## config.mk

```make
export PLATFORM = sky130hd
export DESIGN_NAME = sat_counter
export DESIGN_NICKNAME = d
export VERILOG_FILES = /design/src/rtl/eth_packet_checker_sat.sv
export SDC_FILE = /design/constraint.sdc
export NUM_CORES = 1
export LEC_CHECK = 0
export CAP_MARGIN = 30
export CORE_MARGIN = 2
export CORE_UTILIZATION = 30
export DETAILED_ROUTE_END_ITERATION = 16
export GPL_ROUTABILITY_DRIVEN = 0
export PLACE_DENSITY = 0.51
export SYNTH_ARGS = -nofsm -noshare
export SYNTH_HDL_FRONTEND = slang
export SYNTH_SLANG_ARGS = --single-unit
```

## constraint.sdc

```tcl
create_clock -name i_clk -period 3.4 [get_ports i_clk]
set_input_delay 0.68 -clock i_clk [delete_from_list [all_inputs] [get_ports i_clk]]
set_output_delay 0.68 -clock i_clk [all_outputs]
set_load 0.01 [all_outputs]
```

## src/rtl/eth_packet_checker_sat.sv

```systemverilog
// Saturating event counter with synchronous clear.
// Ports: i_clk, i_rst_n (async active-low), i_clr (clear wins over i_inc),
//        i_inc (count one event), o_count (registered value, sticks at all-ones).
module sat_counter #(
  parameter int unsigned WIDTH = 32
) (
  input  logic             i_clk,
  input  logic             i_rst_n,
  input  logic             i_clr,
  input  logic             i_inc,
  output logic [WIDTH-1:0] o_count
);

  logic [WIDTH-1:0] r_count;

  always_ff @(posedge i_clk or negedge i_rst_n) begin
    if (!i_rst_n) begin
      r_count <= '0;
    end else if (i_clr) begin
      r_count <= '0;
    end else if (i_inc && (r_count != {WIDTH{1'b1}})) begin
      r_count <= r_count + WIDTH'(1);
    end
  end

  assign o_count = r_count;

endmodule

```

**Yosys cells after proc, flatten, opt, wreduce, memory -nomap -nowiden**

Cells that the tools add are included.

- Input port bits: 4
- Output and inout bits: 32
- Register bits: 32
- Logic and storage cells: 7

- Eq/ne operators: 1
- Add/subtract/negate cells: 1
- Multiplexer cells: 2
- Reduce and logical (&&, ||, !) cells: 2

Operators by type and width:

| operator | count |
|---|---|
| $mux 32 | 2 |
| $add 32x1->32 const B | 1 |
| $ne 32x32->1 const B | 1 |
| $reduce_bool 2->1 | 1 |
| $logic_and 1x1->1 | 1 |

**Longest topological paths before layout**

- Depth after elaboration: 4
- Gate-level depth with buffers: 8
- Depth with buffers taken out: 6

**Worst setup path after synthesis**

Ideal clock, no wire load.

- Path type: input to register
- From: in i_inc
- To: reg r_count[31], in the netlist o_count[31]
- Setup time: 0.125 ns
- Path slack: 1.385 ns
- Arrival: 1.890 ns
- Required time: 3.275 ns
- Cell stages on the path: 6
- Path buffers: 1
- Cell sequence: and3_1 > nand4_1 > a21o_1 > buf_2 > nor4_1 > mux2_2

- Longest elaborated chain between the ends: 2

Ends and longest elaborated chain:

| element | RTL line | source |
|---|---|---|
| start, declared | 10 | `input logic i_inc,` |
| $logic_and 1x1->1 | 21 | `end else if (i_inc && (r_count != {WIDTH{1'b1}})) begin` |
| $reduce_bool 2->1 (no source line) | n/a |  |
| end signal, assigned | 22 | `r_count <= r_count + WIDTH'(1);` |
| end, declared | 14 | `logic [WIDTH-1:0] r_count;` |

Every way passes these cells.
A chain may end at the register's enable or synchronous reset.

**Worst setup path in the final report**

Same ends and word-level chain as after synthesis.

==> results.sh <==
export IMPL_async_flop_share_pct=100
export IMPL_final_cells=313
export IMPL_reg2reg_to="o_count[31]"
export IMPL_cts_resized=0
export IMPL_routedWlPerCell_um=14.3
export IMPL_end_kind="flip-flop"
export IMPL_yosys_warnings=0
export IMPL_antenna_found_initial=0
export IMPL_io_pins=36
export IMPL_totalNegativeSetupSlack_ns=0
export IMPL_hold_class="reg2reg"
export IMPL_dp_cells=305
export IMPL_dieArea_sq_um=6830
export IMPL_core_sq_um=5960
export IMPL_drt_iter0_drc=58
export IMPL_r2r_worst_path_cells=6
export IMPL_drtPass1Iterations=4
export IMPL_status="complete, no violations"
export IMPL_synth_area_sq_um=1850
export IMPL_ys_types=42
export IMPL_n_antenna_cell=0
export IMPL_drtAntennaViolNets=0
export IMPL_h_tree_depth=2
export IMPL_leakage_nw=0.930
export IMPL_hold_buffers=0
export IMPL_die_h_um=82.6
export IMPL_ir_drop_v=0.000153
export IMPL_pre_cts_slack_ns=0.590
export IMPL_grt_max_degree=33
export IMPL_fmax_ghz=0.392
export IMPL_detail_route_wirelength_mm=4.48
export IMPL_required_ns=3.57
export IMPL_synthesis_nets=203
export IMPL_yosys_area_top_type_share_pct=43.2
export IMPL_cts_root_buffer="clkbuf_8"
export IMPL_layout_common_cells="clkdlybuf4s50_1 (35), dfrtp_1 (32), nor2_1 (26), nand3_1 (12)"
export IMPL_post_cts_setup_buffers=0
export IMPL_fin_crit_ns=2.55
export IMPL_grt_pass1_vias=1512
export IMPL_insertion_delay_ns=0.28
export IMPL_cts_sinks=32
export IMPL_maxCapViolCount=0
export IMPL_clk_pin_slew_ns=0.06
export IMPL_via_count=1594
export IMPL_ff2ff_setup_slack_ns=0.98
export IMPL_synth_cells=198
export IMPL_die_w_um=82.6
export IMPL_overflow=0
export IMPL_avgSynthCellArea_sq_um=9.37
export IMPL_setup_viol_count_final=0
export IMPL_cp_startpoint="i_inc"
export IMPL_finalWorstSetupSlack_ns=0.850
export IMPL_drc=0
export IMPL_seq_area_frac_synth_pct=43.2
export IMPL_synth_area_leader_cell="dfrtp_1"
export IMPL_track_usage_pct=14.9
export IMPL_crit_end="o_count[31]"
export IMPL_grt_setup_unrepaired="false"
export IMPL_ys_seq_elements=32
export IMPL_final_layout_size_suffix_gt1_share_pct=10.9
export IMPL_cts_tree="yes"
export IMPL_maxSlewViolCount=0
export IMPL_start_kind="primary input"
export IMPL_netlist_top_cells_area="dfrtp_1 (43%), nor2_1 (5.3%), xnor2_1 (4.7%), nand3_1 (3.2%), mux2_2 (3.0%)"
export IMPL_skew_ns=0.00288
export IMPL_synth_edf_count=0
export IMPL_fin_nets=242
export IMPL_numCtsBuffers=5
export IMPL_fin_util_pct=40.1
export IMPL_syn2layout_area_growth_pct=28.7
export IMPL_r2r_start="o_count[0]"
export IMPL_start_util_pct=31.1
export IMPL_synth_ff_type="dfrtp_1"
export IMPL_slew_headroom_pct=42.1
export IMPL_path_max_fanout=19
export IMPL_layout_commonest_cell="clkdlybuf4s50_1"
export IMPL_final_hold_viol_count=0
export IMPL_largest_register_ffs=32
export IMPL_via_per_inst=5.09
export IMPL_path_class="in2reg"
export IMPL_period_share_pct=75.0
export IMPL_cts_buffer_depth=2
export IMPL_port_buffers=35
export IMPL_cp_arrival_ns=2.72
export IMPL_grt_pass1_wl_mm=7.63
export IMPL_hpwl_mm=3.23
export IMPL_fp_row_count=28
export IMPL_worst_pin_slew_ns=0.866
export IMPL_pwr_density_cell_nw_per_um2=306
[per-layer routing]
layer  up-vias  part of all wire (%)  GRT usage (%)  wire [um]
li1        793                     -              -          -
met1       769                    50           20.7       2240
met2        24                    45           23.0       2030
met3         8                   2.9           3.04        129
met4         0                   1.7           5.41         74
met5         -                     0              0          0
[through the flow]
stage	cell area, sq um	total power, mW	hold slack [ns]
3_5_place_dp	2300	0.436	0.587
6_report	2390	0.730	0.594
3_3_place_gp	2300	0.436	0.576
4_1_cts	2390	0.743	0.603
5_1_grt	2390	0.767	0.621
2_1_floorplan	1850	0.411	0.384
[worst min-delay path by stage]
stage	slack, ns	startpoint	depth (start not counted)	end
6_report	0.59	o_count[1]	2	o_count[1]
5_1_grt	0.62	o_count[25]	2	o_count[25]
4_1_cts	0.60	o_count[25]	2	o_count[25]
3_5_place_dp	0.59	o_count[1]	2	o_count[1]
3_3_place_gp	0.58	o_count[25]	2	o_count[25]
2_1_floorplan	0.38	i_rst_n	0	o_count[0]
[logic make-up (layout without fill, tap and decap cells)]
family / count (synthesis) / count (layout) / synth area share (%)
flip-flops: 32 / 32 / 43.2
AO/OA/AOI/OAI: 32 / 32 / 11.9
adder cells (fa/ha/maj): 1 / 1 / 0.675
multiplexers: 7 / 7 / 4.39
XOR/XNOR: 13 / 13 / 6.14
buffers and inverters: 14 / 54 / 3.17
AND/OR/NAND/NOR: 99 / 99 / 30.5
[critical path, stage by stage]
cell and delay, ns:
clkdlybuf4s50_1 0.52, and3_1 0.25, nand4_1 0.11, a21o_1 0.36, nor4_1 0.42, mux2_2 0.37
[where the power goes]
part           total [mW]  internal [mW]  switching, mW  leakage (nW)
combinational      0.0409         0.0166         0.0243         0.439
clock               0.302          0.165          0.137        0.0455
sequential          0.387          0.383        0.00347         0.446
total               0.730          0.565          0.165         0.930
[area by class of cell]
type	instances	area, sq um
fill	625	3570
multi-input combinational	152	995
sequential	32	801
timing repair buffer	39	380
tap	75	93.8
clock buffer	8	90.1
inverter	7	26.3
[cells in the mapped netlist, drive strengths merged, types with 6 or more instances]
| master | n |
|---|---|
| nor2 | 26 |
| mux2 | 6 |
| inv | 7 |
| nand2 | 11 |
| dfrtp | 32 |
| nand3 | 13 |
| nand4 | 7 |
| nor2b | 6 |
| xnor2 | 10 |
| nor4 | 7 |
| and3 | 8 |
| a21oi | 11 |
(Power assumes the default switching activity.)
